`src/rtl/pkt_chain_reader_pkg.sv`:
```
`default_nettype none
// ----------------------------------------------------------------------------
// Package : pkt_chain_reader_pkg
// Shared FSM encoding, default widths and descriptor layout for the reader.
// Rev     : 1.0
// ----------------------------------------------------------------------------
package pkt_chain_reader_pkg;

    typedef enum logic [2:0] {
        ST_IDLE      = 3'd0,
        ST_READ      = 3'd1,
        ST_WAIT_PTR  = 3'd2,
        ST_DROP      = 3'd3,
        ST_DROP_WAIT = 3'd4
    } state_e;

    localparam int unsigned DEF_ADDR_LENTH  = 12;
    localparam int unsigned DEF_DATA_WIDTH  = 32;
    localparam int unsigned DEF_BLOCK_WORDS = 16;
    localparam int unsigned DEF_BLKNUM_W    = 4;
    localparam int unsigned DEF_OUT_DEPTH   = 4;

    function automatic int unsigned calc_word_w(input int unsigned words);
        return $clog2(words);
    endfunction

    // One extra bit so the count can represent a completely full FIFO.
    function automatic int unsigned calc_cnt_w(input int unsigned depth);
        return $clog2(depth) + 1;
    endfunction

    localparam int unsigned WORD_W = calc_word_w(DEF_BLOCK_WORDS);
    localparam int unsigned CNT_W  = calc_cnt_w(DEF_OUT_DEPTH);

    typedef struct packed {
        logic [DEF_ADDR_LENTH-1:0] fir_addr;
        logic [DEF_BLKNUM_W-1:0]   block_num;
        logic [WORD_W-1:0]         last_words;
        logic                      drop;
    } pkt_desc_t;

endpackage
`default_nettype wire

```
`src/rtl/chain_rd_fifo.sv`:
```
`default_nettype none
// ----------------------------------------------------------------------------
// Module : chain_rd_fifo
// Small synchronous FIFO with occupancy count; read data is zero when empty.
// Rev    : 1.0
// ----------------------------------------------------------------------------
module chain_rd_fifo #(
    parameter int unsigned WIDTH = 33,
    parameter int unsigned DEPTH = 4,
    parameter int unsigned CNT_W = 3
) (
    input  logic             clk_i,
    input  logic             rst_i,
    input  logic             wr_en_i,
    input  logic [WIDTH-1:0] wr_data_i,
    input  logic             rd_en_i,
    output logic [WIDTH-1:0] rd_data_o,
    output logic             empty_o,
    output logic [CNT_W-1:0] count_o
);

    localparam int unsigned AW = $clog2(DEPTH);

    logic [WIDTH-1:0] mem_q [DEPTH];
    logic [AW-1:0]    wr_ptr_q;
    logic [AW-1:0]    rd_ptr_q;
    logic [CNT_W-1:0] count_q;

    logic w_full;
    logic w_push;
    logic w_pop;

    assign empty_o   = (count_q == '0);
    assign w_full    = (count_q == CNT_W'(DEPTH));
    assign w_pop     = rd_en_i && !empty_o;
    assign w_push    = wr_en_i && (!w_full || w_pop);
    assign rd_data_o = empty_o ? '0 : mem_q[rd_ptr_q];
    assign count_o   = count_q;

    always_ff @(posedge clk_i or posedge rst_i) begin
        if (rst_i) begin
            wr_ptr_q <= '0;
            rd_ptr_q <= '0;
            count_q  <= '0;
            for (int i = 0; i < DEPTH; i++) begin
                mem_q[i] <= '0;
            end
        end else begin
            if (w_push) begin
                mem_q[wr_ptr_q] <= wr_data_i;
                wr_ptr_q        <= wr_ptr_q + 1'b1;
            end
            if (w_pop) begin
                rd_ptr_q <= rd_ptr_q + 1'b1;
            end
            case ({w_push, w_pop})
                2'b10:   count_q <= count_q + 1'b1;
                2'b01:   count_q <= count_q - 1'b1;
                default: count_q <= count_q;
            endcase
        end
    end

endmodule
`default_nettype wire

```
`src/rtl/pkt_chain_reader.sv`:
```
`default_nettype none
// ----------------------------------------------------------------------------
// Module : pkt_chain_reader
// Walks a packet's linked block list, reads its words from the MMU into a
// credit-limited FIFO toward the WRR scheduler, and recycles freed blocks.
// Rev    : 1.0
// ----------------------------------------------------------------------------
module pkt_chain_reader
    import pkt_chain_reader_pkg::*;
#(
    parameter int unsigned ADDR_LENTH  = DEF_ADDR_LENTH,
    parameter int unsigned DATA_WIDTH  = DEF_DATA_WIDTH,
    parameter int unsigned BLOCK_WORDS = DEF_BLOCK_WORDS,
    parameter int unsigned BLKNUM_W    = DEF_BLKNUM_W,
    parameter int unsigned OUT_DEPTH   = DEF_OUT_DEPTH
) (
    input  logic                                      iClk,
    input  logic                                      iRst,
    input  logic [ADDR_LENTH-1:0]                     iPkgFirAddr,
    input  logic [BLKNUM_W-1:0]                       iPkgBlockNum,
    input  logic [$clog2(BLOCK_WORDS)-1:0]            iPkgLastWords,
    input  logic                                      iPkgDrop,
    input  logic                                      iPkgVld,
    output logic                                      oPkgRdy,
    output logic [ADDR_LENTH-1:0]                     oLaddr,
    output logic                                      oLaddrVld,
    input  logic [ADDR_LENTH-1:0]                     iLdata,
    input  logic                                      iLdataVld,
    output logic [ADDR_LENTH+$clog2(BLOCK_WORDS)-1:0] oMmuAddr,
    output logic                                      oMmuReadReq,
    input  logic                                      iMmuRdy,
    output logic                                      oMmuReadLast,
    input  logic [DATA_WIDTH-1:0]                     iMmuData,
    output logic [DATA_WIDTH-1:0]                     oWrrData,
    output logic                                      oWrrVld,
    output logic                                      oWrrDataLast,
    input  logic                                      iWrrRdy,
    output logic [ADDR_LENTH-1:0]                     oRcvrAddr,
    output logic                                      oRcvrAddrVld
);

    localparam int unsigned BLK_WORD_W = calc_word_w(BLOCK_WORDS);
    localparam int unsigned FIFO_CNT_W = calc_cnt_w(OUT_DEPTH);

    state_e                  state_q,     state_d;
    logic [ADDR_LENTH-1:0]   cur_blk_q,   cur_blk_d;
    logic [BLKNUM_W-1:0]     blk_left_q,  blk_left_d;
    logic [BLK_WORD_W-1:0]   word_q,      word_d;
    logic [BLK_WORD_W-1:0]   lastw_q,     lastw_d;
    logic [ADDR_LENTH-1:0]   nxt_blk_q,   nxt_blk_d;
    logic                    nxt_vld_q,   nxt_vld_d;
    logic                    lk_pend_q,   lk_pend_d;
    logic                    lk_done_q,   lk_done_d;
    logic                    infl_q,      infl_d;
    logic                    infl_last_q, infl_last_d;
    logic                    live_q;

    logic [FIFO_CNT_W-1:0]   w_fifo_cnt;
    logic                    w_fifo_empty;
    logic [DATA_WIDTH:0]     w_fifo_rd;
    logic [FIFO_CNT_W:0]     w_occ;
    logic                    w_room;
    logic                    w_ptr_vld;
    logic [ADDR_LENTH-1:0]   w_ptr;
    logic                    w_lk;
    logic                    w_req;
    logic                    w_acc;
    logic                    w_blk_end;
    logic                    w_rcv;
    logic                    w_adv;

    // A read may only launch if its word is guaranteed a FIFO slot.
    assign w_occ  = {1'b0, w_fifo_cnt} + {{FIFO_CNT_W{1'b0}}, infl_q};
    assign w_room = (w_occ < (FIFO_CNT_W + 1)'(OUT_DEPTH));

    // A response arriving this cycle counts as held, so block hand-off never stalls.
    assign w_ptr_vld = nxt_vld_q || (lk_pend_q && iLdataVld);
    assign w_ptr     = nxt_vld_q ? nxt_blk_q : iLdata;

    assign w_blk_end = ((blk_left_q == '0) && (lastw_q != '0)) ? (word_q == lastw_q - 1'b1)
                                                               : (word_q == '1);

    assign w_lk  = ((state_q == ST_READ) || (state_q == ST_DROP)) &&
                   (blk_left_q != '0) && !lk_done_q;
    assign w_req = (state_q == ST_READ) && w_room;
    assign w_acc = w_req && iMmuRdy;
    assign w_rcv = ((state_q == ST_READ) && w_acc && w_blk_end) || (state_q == ST_DROP);

    assign oPkgRdy      = live_q && (state_q == ST_IDLE);
    assign oLaddrVld    = w_lk;
    assign oLaddr       = w_lk ? cur_blk_q : '0;
    assign oMmuReadReq  = w_req;
    assign oMmuAddr     = {cur_blk_q, word_q};
    assign oMmuReadLast = w_req && (blk_left_q == '0) && w_blk_end;
    assign oRcvrAddrVld = w_rcv;
    assign oRcvrAddr    = w_rcv ? cur_blk_q : '0;
    assign oWrrVld      = !w_fifo_empty;
    assign oWrrData     = w_fifo_rd[DATA_WIDTH-1:0];
    assign oWrrDataLast = w_fifo_rd[DATA_WIDTH];

    chain_rd_fifo #(
        .WIDTH (DATA_WIDTH + 1),
        .DEPTH (OUT_DEPTH),
        .CNT_W (FIFO_CNT_W)
    ) u_fifo (
        .clk_i     (iClk),
        .rst_i     (iRst),
        .wr_en_i   (infl_q),
        .wr_data_i ({infl_last_q, iMmuData}),
        .rd_en_i   (iWrrRdy),
        .rd_data_o (w_fifo_rd),
        .empty_o   (w_fifo_empty),
        .count_o   (w_fifo_cnt)
    );

    always_comb begin
        state_d     = state_q;
        cur_blk_d   = cur_blk_q;
        blk_left_d  = blk_left_q;
        word_d      = word_q;
        lastw_d     = lastw_q;
        nxt_blk_d   = nxt_blk_q;
        nxt_vld_d   = nxt_vld_q;
        lk_pend_d   = lk_pend_q;
        lk_done_d   = lk_done_q;
        infl_d      = w_acc;
        infl_last_d = w_acc && (blk_left_q == '0) && w_blk_end;
        w_adv       = 1'b0;

        if (lk_pend_q && iLdataVld) begin
            lk_pend_d = 1'b0;
            nxt_blk_d = iLdata;
            nxt_vld_d = 1'b1;
        end
        if (w_lk) begin
            lk_pend_d = 1'b1;
            lk_done_d = 1'b1;
        end

        case (state_q)
            ST_IDLE: begin
                if (iPkgVld && oPkgRdy) begin
                    cur_blk_d  = iPkgFirAddr;
                    blk_left_d = iPkgBlockNum;
                    word_d     = '0;
                    lastw_d    = iPkgLastWords;
                    nxt_vld_d  = 1'b0;
                    lk_done_d  = 1'b0;
                    state_d    = iPkgDrop ? ST_DROP : ST_READ;
                end
            end
            ST_READ: begin
                if (w_acc) begin
                    if (!w_blk_end) begin
                        word_d = word_q + 1'b1;
                    end else if (blk_left_q == '0) begin
                        state_d = ST_IDLE;
                    end else if (w_ptr_vld) begin
                        w_adv = 1'b1;
                    end else begin
                        state_d = ST_WAIT_PTR;
                    end
                end
            end
            ST_WAIT_PTR: begin
                if (w_ptr_vld) begin
                    w_adv   = 1'b1;
                    state_d = ST_READ;
                end
            end
            ST_DROP: begin
                if (blk_left_q == '0) begin
                    state_d = ST_IDLE;
                end else if (w_ptr_vld) begin
                    w_adv = 1'b1;
                end else begin
                    state_d = ST_DROP_WAIT;
                end
            end
            ST_DROP_WAIT: begin
                if (w_ptr_vld) begin
                    w_adv   = 1'b1;
                    state_d = ST_DROP;
                end
            end
            default: state_d = ST_IDLE;
        endcase

        if (w_adv) begin
            cur_blk_d  = w_ptr;
            blk_left_d = blk_left_q - 1'b1;
            word_d     = '0;
            nxt_vld_d  = 1'b0;
            lk_done_d  = 1'b0;
        end
    end

    always_ff @(posedge iClk or posedge iRst) begin
        if (iRst) begin
            state_q     <= ST_IDLE;
            cur_blk_q   <= '0;
            blk_left_q  <= '0;
            word_q      <= '0;
            lastw_q     <= '0;
            nxt_blk_q   <= '0;
            nxt_vld_q   <= 1'b0;
            lk_pend_q   <= 1'b0;
            lk_done_q   <= 1'b0;
            infl_q      <= 1'b0;
            infl_last_q <= 1'b0;
            live_q      <= 1'b0;
        end else begin
            state_q     <= state_d;
            cur_blk_q   <= cur_blk_d;
            blk_left_q  <= blk_left_d;
            word_q      <= word_d;
            lastw_q     <= lastw_d;
            nxt_blk_q   <= nxt_blk_d;
            nxt_vld_q   <= nxt_vld_d;
            lk_pend_q   <= lk_pend_d;
            lk_done_q   <= lk_done_d;
            infl_q      <= infl_d;
            infl_last_q <= infl_last_d;
            live_q      <= 1'b1;
        end
    end

endmodule
`default_nettype wire
```
`config.mk`:
```
export PLATFORM = sky130hd
export DESIGN_NAME = pkt_chain_reader
export DESIGN_NICKNAME = d
export VERILOG_FILES = /design/src/rtl/pkt_chain_reader_pkg.sv /design/src/rtl/chain_rd_fifo.sv /design/src/rtl/pkt_chain_reader.sv
export SDC_FILE = /design/constraint.sdc
export NUM_CORES = 1
export LEC_CHECK = 0
export BUFFER_PORTS_ARGS = -buffer_cell sky130_fd_sc_hd__clkbuf_2
export CORE_ASPECT_RATIO = 1.75
export CORE_MARGIN = 2
export CORE_UTILIZATION = 25
export DETAILED_ROUTE_END_ITERATION = 8
export HOLD_SLACK_MARGIN = 0.05
export MAX_ROUTING_LAYER = met4
export SETUP_SLACK_MARGIN = 0.4
export SYNTH_ARGS = -nofsm -noshare
export SYNTH_HDL_FRONTEND = slang
export SYNTH_HIERARCHICAL = 1
export SYNTH_SLANG_ARGS = --single-unit
```
`constraint.sdc`:
```
create_clock -name iClk -period 5 [get_ports iClk]
set_input_delay 0 -clock iClk [delete_from_list [all_inputs] [get_ports iClk]]
set_output_delay 0 -clock iClk [all_outputs]
set_load 0.02 [all_outputs]
```
# Yosys cells after proc, flatten, opt, wreduce, memory -nomap -nowiden
# Index checks and enable logic that the tools add are counted.
# op_classes
n_bitwise	2
n_mux	49
order_cmp	4
n_eq_ne	19
addsub	8
n_reduce_logical	39
# ops
op	count
$bwmux 132	1
$mux 33	4
$mux 12	6
$bmux 33 s2	1
$demux 33 s2	1
$mux 4	7
$mux 3	9
$logic_and 1x1->1	17
$mux 1	15
$pmux 3 s5	1
$ne 3x2->1 const B	3
$ne 2x2->1 const B	4
$pmux 4 s2	1
$reduce_bool 2->1	4
$reduce_bool 4->1	2
$sub 4x1->4 const B	2
$reduce_and 7->1	1
$eq 3x2->1 const B	2
$eq 3x3->1 const B	2
$ge 3x3->1 const B	2
$logic_not 3->1	2
$ne 3x3->1 const B	2
$not 2->3	2
$pmux 3 s2	1
22 further kinds	29
# word_totals
word_cells	140
ff_bits	184

# Longest topological paths before layout
# Gate-level depths: netlist of run 1.
# depth
depth_word	9
ltp_mapped	10

# Modules after synthesis
# The synthesis of run 1 kept the hierarchy.
# modules_own_cells
mod	n_inst	seq_area_each_um2	area_each_um2	cells_each
chain_rd_fifo	1	3478.3	6384.9	395
pkt_chain_reader	1	1126.1	2651.3	272

# Least setup slack after synthesis of run 1
# OpenSTA, ideal clock, no wires.
# synth_path
path_type	reg2reg
from	register blk_left_q[0]
to	register word_q[0]
arrival_time_ns	2.243
setup_slack_ns	2.632
path_buffers	0
path_stages_with_launch	9
synth_period_minus_slack_ns	2.368
path_cell_list	dfrtp_1 -> inv_1 -> ha_1 -> or3b_4 -> o311ai_0 -> o31a_2 -> o41ai_1 -> a22o_2 -> mux2_2
# synth_via
elab_chain_cells	8
# synth_lines
element	line	text
start, declared	pkt_chain_reader.sv:47	logic [BLKNUM_W-1:0] blk_left_q, blk_left_d;
start signal, assigned	pkt_chain_reader.sv:215	blk_left_q <= blk_left_d;
$logic_not 4->1 (*)	pkt_chain_reader.sv:80, pkt_chain_reader.sv:156, pkt_chain_reader.sv:172	
$logic_and 1x1->1	pkt_chain_reader.sv:80	assign w_blk_end = ((blk_left_q == '0) && (lastw_q != '0)) ? (word_q == lastw_q - 1'b1)
$mux 1	pkt_chain_reader.sv:80	
$mux 1	pkt_chain_reader.sv:154	if (!w_blk_end) begin
$mux 1	pkt_chain_reader.sv:153	if (w_acc) begin
$pmux 1 s3	pkt_chain_reader.sv:140	case (state_q)
$ne 3x2->1 (no source line), or another cell as far along	--	
$reduce_and 4->1 (no source line)	--	
end signal, assigned	pkt_chain_reader.sv:216	word_q <= word_d;
end, declared	pkt_chain_reader.sv:48	logic [BLK_WORD_W-1:0] word_q, word_d;
# Mark *: on every way between the ends. The rest lies on a longest branch, timed or not.
# A chain may end at the register's enable or synchronous reset.

# Worst setup path after layout of run 1
# layout_path
from	register blk_left_q[0]
to	register cur_blk_q[10]
# layout_via
elab_chain_cells	8
# layout_lines
element	line	text
$logic_not 4->1 (*)	pkt_chain_reader.sv:80, pkt_chain_reader.sv:156, pkt_chain_reader.sv:172	
$logic_and 1x1->1	pkt_chain_reader.sv:80	
$mux 1	pkt_chain_reader.sv:80	
$mux 1	pkt_chain_reader.sv:154	
$mux 1	pkt_chain_reader.sv:153	
$pmux 1 s3 (*)	pkt_chain_reader.sv:140	
$reduce_bool 2->1 (no source line)	--	
$reduce_and 2->1 (no source line)	--	
end signal, assigned	pkt_chain_reader.sv:214	cur_blk_q <= cur_blk_d;
end, declared	pkt_chain_reader.sv:46	logic [ADDR_LENTH-1:0] cur_blk_q, cur_blk_d;
# Marked as above.

==> impl_metrics.py, run 1 <==
metrics = {
    "global_routing": {
        "grt_pass1_wl_um": 36200,
        "grt-ovfl-total": 0,
        "grt_pass1_vias": 6689,
        "grt_max_degree": 94,
        "antenna_found_initial": 1,
        "grtUsageTotal_pct": 12.7,
    },
    "power_and_ir_drop": {
        "p_sw_uw": 2800,
        "p_seq_share_pct": 37.0,
        "clkPwrFrac_pct": 18.3,
        "p_leak_uw": 0.00501,
        "swShare_pct": 37.2,
        "worst_ir_drop_vdd_v": 0.000275,
        "combPwrFrac_pct": 44.8,
        "intPower_uw": 4730,
        "powerDensity_mw_per_mm2": 650,
    },
    "detailed_routing": {
        "initialDrtViolationCount": 183,
        "routedWlPerCell_um": 16.1,
        "routed_wl_um": 22000,
        "remaining_drc_errors": 0,
        "vias": 6137,
        "dr.pass1.iters": 4,
        "ant_nets": 0,
        "via_per_inst": 4.49,
    },
    "hold_path": {
        "worstHoldPathType": "primary input to flip-flop",
    },
    "cts": {
        "cts_tree": "yes",
        "cts_resized": 0,
        "cts_buffers": 17,
        "clock-sinks": 184,
        "clk_latency_ns": 0.44,
        "h-tree-depth": 4,
        "clk_pin_slew_ns": 0.07,
        "cts_buffer_depth": 2,
        "cts_root_buf": "clkbuf_16",
        "cts_setup_buffers": 0,
    },
    "yosys": {
        "ys.flop_type": "dfrtp_1",
        "synth.most_common_cell": "dfrtp_1",
        "synth_top_area_share_pct": 51.0,
        "netlist_area_sq_mm": 0.00904,
        "ys_types": 56,
        "yosysWarnings": 6,
        "synth-edff-count": 0,
        "yosys.area.top_type": "dfrtp_1",
        "syn-num-nets": 748,
        "synth.yosys.seq_area_share_pct": 51.0,
        "postSynthAreaPerCell_sq_um": 13.5,
        "ys_top_cells_by_area": "dfrtp_1 (51%), mux2_2 (18%), mux4_2 (8.2%), nor2b_1 (1.9%), buf_6 (1.7%)",
        "synthCells": 667,
        "synth_seq_cells": 184,
        "yosys-top-cells-count": "dfrtp_1 (184), mux2_2 (146), nand2_1 (36), mux4_2 (33), nor2b_1 (27)",
        "async_flop_share_pct": 100,
    },
    "timing": {
        "hold_viol": 0,
        "post-route-period-util_pct": 69.6,
        "tns_ns": 0,
        "period_needed_ns": 3.48,
        "worstMarginPinSlew_ns": 0.989,
        "setup_violations": 0,
        "fmax_ghz": 0.287,
        "rsz0062_at_grt": "no",
        "slew_headroom_pct": 34.0,
        "skew_ns": 0.00653,
        "hold_slack_ns": 0.120,
        "maxSlewViolCount": 0,
        "finalWorstSetupSlack_ns": 1.52,
    },
    "final_layout": {
        "syn2layout_area_growth_pct": 28.2,
        "layout-drive-gt1-share_pct": 44.5,
        "multi_input_area_sq_mm": 0.00408,
        "regArea_sq_mm": 0.00461,
        "nFillCells": 3588,
        "layout.nets": 965,
    },
    "run_status": {
        "status": "completed",
    },
    "die": {
        "fp.dieW_um": 148,
        "io_pins": 150,
        "core-area_sq_mm": 0.0358,
        "die_h_um": 256,
        "rows": 92,
        "initial_utilization_pct": 25.2,
        "dieArea_sq_mm": 0.0377,
    },
    "placed_design": {
        "place_hpwl_um": 14600,
        "routabilityCongestion": 0.778,
        "dp_slack_ns": 2.09,
        "portBuffers": 149,
    },
    "critical_path": {
        "path_max_fanout": 13,
        "start_kind": "flip-flop",
        "crit_type": "flip-flop to flip-flop",
        "cp-end-kind": "flip-flop",
        "cp.arrival_ns": 3.80,
        "cp.required_ns": 5.32,
    },
    "flow_run": {
        "maxCapViolCount": 0,
    },
}
[flip-flops by register name (all words and copies together) (netlist names), 2 cells and up]
register	cells
blk_left_q	4
cur_blk_q	12
lastw_q	4
nxt_blk_q	12
state_q	3
u_fifo/count_o	3
u_fifo/mem_q	132
u_fifo/rd_ptr_q	2
u_fifo/wr_ptr_q	2
word_q	4
[worst max-delay path: stages (launching register included)]
cell,delay [ns]
dfrtp_1,0.38
inv_1,0.11
ha_1,0.17
or3b_4,0.41
o311ai_0,0.58
nor4_1,0.13
and3_1,0.29
nor2_2,0.49
o221ai_1,0.19
dlygate4sd3_1,0.60
[layout make-up]
cell class,count,area share (%)
antenna,1,0.0216
clock buffer,21,3.89
clock inverter,11,1.18
inverter,26,0.886
multi-input combinational,417,35.2
sequential,184,39.8
tap,470,5.08
timing repair buffer,238,13.9
[power groups by stage]
stage | clock network (uW) | registers, uW | logic (uW)
2_1_floorplan | 0 | 2580 | 2590
3_3_place_gp | 0 | 2790 | 3220
3_5_place_dp | 0 | 2830 | 3270
4_1_cts | 1440 | 2800 | 3420
5_1_grt | 1510 | 2900 | 3680
6_report | 1380 | 2780 | 3370
[stage by stage]
step | util [%] | instance area [sq um] | total power [uW] | std cells
after floorplan | - | 9040 | 5170 | 667
after global placement | 28.5 | 10200 | 6010 | 1255
after detailed placement | 28.5 | 10200 | 6100 | 1255
after CTS | 32.4 | 11600 | 7660 | 1367
after global routing | 32.4 | 11600 | 8090 | 1368
final | 32.4 | 11600 | 7530 | 1368
[routing by layer]
layer	track usage (%)	vias to the layer above	part of all wire, %
met2	23.0	150	54
met3	2.48	23	3.7
li1	-	2837	-
met1	13.5	3127	40
met5	-	-	0
met4	4.73	0	2.0
[cell families (layout without fill, tap and decap cells)]
group                    Yosys count  in the layout  share of synthesized area [%]
AO/OA/AOI/OAI                     44             44                           3.88
XOR/XNOR                          14             14                           1.36
adder cells (fa/ha/maj)           10             10                           1.47
buffers and inverters             66            296                           4.14
flip-flops                       184            184                           51.0
other                              1              2                         0.0415
AND/OR/NAND/NOR                  156            156                           10.3
multiplexers                     192            192                           27.9
[placed cells by master, fill, tap and decap left out, drive strengths merged, types with 5 or more instances in the layout]
master and count:
mux2i 13, o221ai 11, a21oi 5, nor2 19, nor2b 27, nor3 8, o211ai 5, nor4 15
inv 31, nand2 36, and2 16, xor2 7, clkbuf 170, mux2 146, buf 9, and2b 8
dfrtp 184, dlygate4sd3 80, ha 9, mux4 33, nand3 7, xnor2 7
[repair_timing]
action,4_1_cts,5_1_grt
hold buffers,80,0
setup endpoints to repair,0,0
endpoints found under the hold margin,302,0
[final timing paths]
check                            startpoint            endpoint  slack (ns)  cells after the start
max                           blk_left_q[0]       cur_blk_q[10]        1.52                      9
min                                 iPkgVld          lastw_q[3]        0.12                      4
max reg2reg                   blk_left_q[0]       cur_blk_q[10]        1.52                      9
min reg2reg                u_fifo/mem_q[43]    u_fifo/mem_q[43]        0.50                      1
max in group asynchronous              iRst  u_fifo/rd_ptr_q[0]        3.44                      4
min in group asynchronous              iRst    u_fifo/mem_q[90]        0.29                      3
Power figures use the tool's default switching activity.
==> run 2: changes to the inputs <==
- ABC_AREA: not set -> 1
- clock period: 5 -> 3.3 ns (I/O delays scaled with it)
==> run 2 against run 1 <==
Against the previous run:
- clock skew is 0.0034 ns higher
- non-clock buffer count increased by 19
- sequential power grew 38%
- largest cell class unchanged
- critical path type unchanged
- highest routed layer unchanged
- die area increased by 9.5%
- worst setup slack lost 0.93 ns
- combinational power rose by 69%
- routed wire length rose by 36%
- global-route usage up 2.5 points
==> impl_metrics.py, run 2 <==
metrics = {
    "run_status": {
        "status": "completed",
    },
    "critical_path": {
        "path_max_fanout": 16,
        "cp.arrival_ns": 3.04,
        "crit_type": "flip-flop to flip-flop",
        "cp-end-kind": "flip-flop",
        "cp.required_ns": 3.63,
        "start_kind": "flip-flop",
    },
    "final_layout": {
        "nFillCells": 4185,
        "multi_input_area_sq_mm": 0.00436,
        "layout-drive-gt1-share_pct": 15.6,
        "layout.cells.most_common": "nand2_1",
        "syn2layout_area_growth_pct": 26.3,
        "layout.nets": 1626,
        "regArea_sq_mm": 0.00461,
        "final_cell_mix": "nand2_1 (588), dfrtp_1 (182), clkbuf_2 (149), nand4_1 (135), inv_1 (129)",
        "reg_top3": "u_fifo/mem_q x132, cur_blk_q x12, nxt_blk_q x12",
        "largest-register": "u_fifo/mem_q",
        "final-instance-count-excl-fill": 2047,
        "fin_util_pct": 32.0,
        "largest_reg_flops": 132,
    },
    "timing": {
        "period_needed_ns": 2.71,
        "finalWorstSetupSlack_ns": 0.590,
        "worstMarginPinSlew_ns": 0.992,
        "hold_viol": 0,
        "hold_slack_ns": 0.105,
        "tns_ns": 0,
        "setup_violations": 0,
        "fmax_ghz": 0.369,
        "post-route-period-util_pct": 82.1,
        "skew_ns": 0.00998,
        "slew_headroom_pct": 33.9,
        "rsz0062_at_grt": "no",
        "maxSlewViolCount": 0,
    },
    "yosys": {
        "synth_mux_area_share_pct": 0,
        "ys_types": 34,
        "yosys.area.top_type": "dfrtp_1",
        "postSynthAreaPerCell_sq_um": 7.28,
        "synth_seq_cells": 184,
        "async_flop_share_pct": 100,
        "synth-adder-area-share_pct": 1.34,
        "synth_xor_area_share_pct": 0.707,
        "synth_top_area_share_pct": 46.4,
        "yosysWarnings": 6,
        "netlist_area_sq_mm": 0.00992,
        "synth-edff-count": 0,
        "synthCells": 1362,
        "synthSimpleGateAreaFrac_pct": 37.0,
        "synth_compound_area_share_pct": 4.18,
        "yosys-top-cells-count": "nand2_1 (591), dfrtp_1 (184), inv_1 (135), nand4_1 (135), nand3_1 (57)",
        "syn-num-nets": 1443,
        "synth.most_common_cell": "nand2_1",
        "synth_top_family_by_area": "simple AND/OR/NAND/NOR gates",
        "ys_top_cells_by_area": "dfrtp_1 (46%), nand2_1 (22%), nand4_1 (8.5%), inv_1 (5.1%), nand3_1 (2.9%)",
        "ys.flop_type": "dfrtp_1",
        "synth.yosys.seq_area_share_pct": 46.4,
    },
    "detailed_routing": {
        "initialDrtViolationCount": 522,
        "via_per_inst": 4.62,
        "routed_wl_um": 30100,
        "remaining_drc_errors": 0,
        "routedWlPerCell_um": 14.7,
        "vias": 9448,
        "dr.pass1.iters": 5,
        "ant_nets": 0,
    },
    "cts": {
        "cts_root_buf": "clkbuf_16",
        "cts_buffer_depth": 2,
        "clk_pin_slew_ns": 0.07,
        "clk_latency_ns": 0.45,
        "cts_tree": "yes",
        "h-tree-depth": 4,
        "cts_buffers": 17,
        "clock-sinks": 184,
    },
    "die": {
        "io_pins": 150,
        "rows": 96,
        "initial_utilization_pct": 25.3,
        "core-area_sq_mm": 0.0392,
        "dieArea_sq_mm": 0.0413,
        "fp.dieW_um": 155,
        "die_h_um": 267,
    },
    "global_routing": {
        "grt_pass1_wl_um": 48700,
        "antenna_found_initial": 1,
        "grt_max_degree": 89,
        "grtUsageTotal_pct": 15.2,
        "grt_pass1_vias": 9463,
        "grt-ovfl-total": 0,
    },
    "placed_design": {
        "portBuffers": 149,
        "dp.cells": 1926,
        "routabilityCongestion": 0.801,
        "dp_slack_ns": 0.949,
        "place_hpwl_um": 19000,
    },
    "power_and_ir_drop": {
        "p_leak_uw": 0.00671,
        "worst_ir_drop_vdd_v": 0.000534,
        "powerDensity_mw_per_mm2": 938,
    },
    "flow_run": {
        "maxCapViolCount": 0,
    },
    "hold_path": {
        "worstHoldPathType": "primary input to flip-flop",
    },
}
[run 2: cell types whose count changed in the layout (fill, tap and decap cells not counted), sizes merged, moves of 16 or more]
cell / delta
mux4: -33
buf: +16
a21oi: +32
inv: +112
nand4: +133
and2: -16
nand3: +57
o21ai: +35
nor2b: -27
nand2: +559
mux2: -146
nor2: +32
[run 2: cell families (layout without fill, tap and decap cells)]
kind of cell	count (synthesis)	after routing
simple gates	845	846
flops	184	184
compound gates	80	80
buf+inv	234	427
other cells	1	2
fa+ha+maj	10	10
xor+xnor	8	8
[run 2: cell type report]
class / instances / share of cell area, %
sequential: 184 / 36.8
multi-input combinational: 945 / 34.8
timing repair buffer: 257 / 14.3
tap: 490 / 4.90
inverter: 139 / 4.23
clock buffer: 20 / 3.65
clock inverter: 10 / 1.25
timing repair inverter: 1 / 0.0599
antenna: 1 / 0.0200
[run 2: final timing paths]
path / depth (start not counted) / start / slack [ns] / to
min reg2reg: 2 / u_fifo/mem_q[80] / 0.47 / u_fifo/mem_q[80]
min in group asynchronous: 3 / iRst / 0.24 / u_fifo/mem_q[57]
max: 17 / blk_left_q[0] / 0.59 / cur_blk_q[8]
min: 5 / iPkgVld / 0.11 / blk_left_q[0]
max reg2reg: 17 / blk_left_q[0] / 0.59 / cur_blk_q[8]
max in group asynchronous: 4 / iRst / 2.21 / u_fifo/mem_q[44]
[run 2: per-layer routing]
metal / global-route usage (%) / part of all wire, % / vias up
met2: 27.6 / 54 / 247
met5: - / 0 / -
li1: - / - / 4674
met4: 6.71 / 2.9 / 0
met1: 16.3 / 39 / 4474
met3: 2.51 / 4.2 / 53
[run 2: metrics by stage]
stage               total power [uW]  cell area, sq um
floorplan                       7660              9920
global placement                9090             10900
detailed placement              9230             10900
CTS                            11700             12400
global route                   12700             12500
finish                         11700             12500
[run 2: timing repair]
item	CTS	global route
buffers inserted	0	5
gates resized for setup	0	20
endpoints found under the hold margin	241	0
hold buffers	83	0
endpoints found under the setup margin	0	24
[run 2: where the power goes]
| group | total [uW] | switching, uW | internal, uW |
|---|---|---|---|
| combinational | 5710 | 3830 | 1880 |
| sequential | 3830 | 607 | 3220 |
| clock | 2200 | 952 | 1250 |
| total | 11700 | 5390 | 6350 |
[run 2: worst max-delay path: stages, from the launching register on]
cell and delay [ns]:
dfrtp_1 0.39, inv_2 0.08, ha_2 0.18, nand2_1 0.09
nor2_4 0.16, nand3_1 0.09, nand2_1 0.06, nand2_1 0.06
nor2_2 0.12, nand2_2 0.08, nor2_4 0.16, nand3_4 0.13
nand2_8 0.11, nor2_4 0.05, buf_12 0.16, nand2_1 0.06
nand3_1 0.07, dlygate4sd3_1 0.57
==> run 3: changes to the inputs <==
- clock period: 3.3 -> 2.2 ns (I/O delays scaled with it)
==> run 3 against run 2 <==
Against the previous run:
- the flow now finishes with violations (negative setup slack)
- register-to-register slack lost 0.67 ns
- worst setup slack lost 0.72 ns
- routed wire length grew 11%
- total power grew 78%
- first-iteration DRC count grew 5.2%
- critical path depth shrank 2
- sequential share of layout area shrank 4.3 points
- flip-flop and latch count is the same
- clock power grew 39%
- final area grew 13%
- global-route usage grew 1.3 points
- critical path type is now flip-flop to primary output
- largest cell class is now multi-input gates
==> impl_metrics.py, run 3 (synthesis gave the netlist of run 2 again) <==
metrics = {
    "run_status": {
        "status": "finished, violations left",
        "failed_checks": "negative setup slack",
    },
    "final_layout": {
        "final_cell_mix": "nand2_1 (480), dfrtp_1 (179), nand4_1 (135), inv_1 (124), clkbuf_2 (102)",
        "syn2layout_area_growth_pct": 43.2,
        "layout-drive-gt1-share_pct": 28.6,
        "largest-register": "u_fifo/mem_q",
        "final-instance-count-excl-fill": 2084,
        "layout.cells.most_common": "nand2_1",
        "layout.nets": 1663,
        "antenna_cells": 0,
        "reg_top3": "u_fifo/mem_q x132, cur_blk_q x12, nxt_blk_q x12",
        "largest_reg_flops": 132,
        "fin_util_pct": 36.3,
    },
    "cts": {
        "cts_root_buf": "clkbuf_16",
        "cts_buffers": 17,
        "cts_buffer_depth": 2,
        "clk_latency_ns": 0.45,
        "clock-sinks": 184,
        "h-tree-depth": 4,
        "clk_pin_slew_ns": 0.07,
        "cts_tree": "yes",
    },
    "die": {
        "dieArea_sq_mm": 0.0413,
        "initial_utilization_pct": 25.3,
        "io_pins": 150,
        "die_h_um": 267,
        "core-area_sq_mm": 0.0392,
        "fp.dieW_um": 155,
        "rows": 96,
    },
    "placed_design": {
        "dp_slack_ns": 0.0498,
        "portBuffers": 149,
        "dp.cells": 1936,
        "place_hpwl_um": 18700,
        "routabilityCongestion": 0.816,
    },
    "critical_path": {
        "r2r_slack_ns": -0.08,
        "cpMostUsedCell": "nand2_1",
        "path_max_fanout": 12,
        "crit_type": "flip-flop to primary output",
        "r2r_cells": 18,
        "max_stage_delay_ns": 0.39,
        "path_cells": "inv_2, ha_4, nand2_2, nor2_4, buf_4, nand2_1, o21ai_1, nand2_1, nand2_1, nor2_2, nand2_2, nand2_4, inv_8, nor2_1, clkbuf_4",
        "path_buf_inv": 4,
        "cp.required_ns": 2.20,
        "reg2reg_from": "blk_left_q[1]",
        "critPathTopFamily": "simple AND/OR/NAND/NOR gates",
        "cp.arrival_ns": 2.33,
        "critPathSlowestCell": "dfrtp_1",
        "start_kind": "flip-flop",
        "cp-end-kind": "primary output",
        "rr_endpoint": "cur_blk_q[10]",
    },
    "power_and_ir_drop": {
        "finalPower_uw": 20900,
        "worst_ir_drop_vdd_v": 0.000812,
        "p_leak_uw": 0.00743,
        "powerDensity_mw_per_mm2": 1470,
    },
    "global_routing": {
        "grt-ovfl-total": 0,
        "grt_pass1_wl_um": 51800,
        "grtUsageTotal_pct": 16.5,
        "antenna_found_initial": 0,
        "grt_pass1_vias": 9865,
        "grt_max_degree": 133,
    },
    "detailed_routing": {
        "routed_wl_um": 33500,
        "initialDrtViolationCount": 549,
        "dr.pass1.iters": 5,
        "vias": 9794,
        "via_per_inst": 4.70,
        "routedWlPerCell_um": 16.1,
        "ant_nets": 0,
        "remaining_drc_errors": 0,
    },
    "timing": {
        "fmax_ghz": 0.428,
        "tns_ns": -2.45,
        "post-route-period-util_pct": 106,
        "period_needed_ns": 2.33,
        "slew_headroom_pct": 56.6,
        "hold_viol": 0,
        "finalWorstSetupSlack_ns": -0.135,
        "rsz0062_at_grt": "yes",
        "maxSlewViolCount": 0,
        "worstMarginPinSlew_ns": 0.650,
        "skew_ns": 0.00993,
        "setup_violations": 30,
    },
    "hold_path": {
        "worstHoldPathType": "primary input to asynchronous set/reset pin",
    },
    "flow_run": {
        "maxCapViolCount": 0,
    },
}
-- run 3: timing repair --
| item | 4_1_cts | 5_1_grt |
|---|---|---|
| gates resized for setup | 214 | 122 |
| setup endpoints to repair | 120 | 119 |
| setup buffers | 19 | 14 |
| hold buffers | 70 | 0 |
| cloned | 11 | 3 |
| hold endpoints to repair | 222 | 0 |
| pin swaps | 73 | 60 |
-- run 3: worst min-delay path, delay by kind of cell --
family / cells / cell delay, ns
buffers and inverters: 3 / 1.12
-- run 3: stage by stage --
step	cell area, sq um	hold WS [ns]
global placement	11200	0.109
finish	14200	0.220
floorplan	10000	0.107
global route	14200	0.253
CTS	13600	0.210
detailed placement	11200	0.125
-- run 3: final cells by class --
type | instances | area (sq um)
tap | 490 | 613
timing repair buffer | 295 | 2840
fill | 4022 | 25000
clock inverter | 11 | 111
sequential | 184 | 4610
multi-input combinational | 945 | 5020
clock buffer | 20 | 447
inverter | 139 | 548
-- run 3: how the worst max path moves through the flow --
stage / end / start / depth (start not counted) / slack, ns
floorplan: oRcvrAddr[1] / blk_left_q[0] / 15 / 0.21
global placement: nxt_vld_q / blk_left_q[1] / 14 / 0.09
detailed placement: lk_done_q / blk_left_q[0] / 14 / 0.05
CTS: oRcvrAddr[6] / blk_left_q[1] / 15 / -0.1
global route: oRcvrAddr[7] / blk_left_q[1] / 15 / -0.28
finish: oRcvrAddr[1] / blk_left_q[1] / 15 / -0.13
-- run 3: layer usage --
layer,wire length [um],global-route usage [%],up-vias
met4,1230,7.51,0
met5,0,-,-
met3,1360,2.52,72
met2,18300,30.5,283
met1,12600,17.3,4669
li1,-,-,4770
-- run 3: report_power, final --
group	switching, uW	leakage [uW]	internal, uW
clock	1440	0.000274	1610
sequential	1050	0.00240	4840
combinational	6940	0.00476	4990
total	9440	0.00743	11400
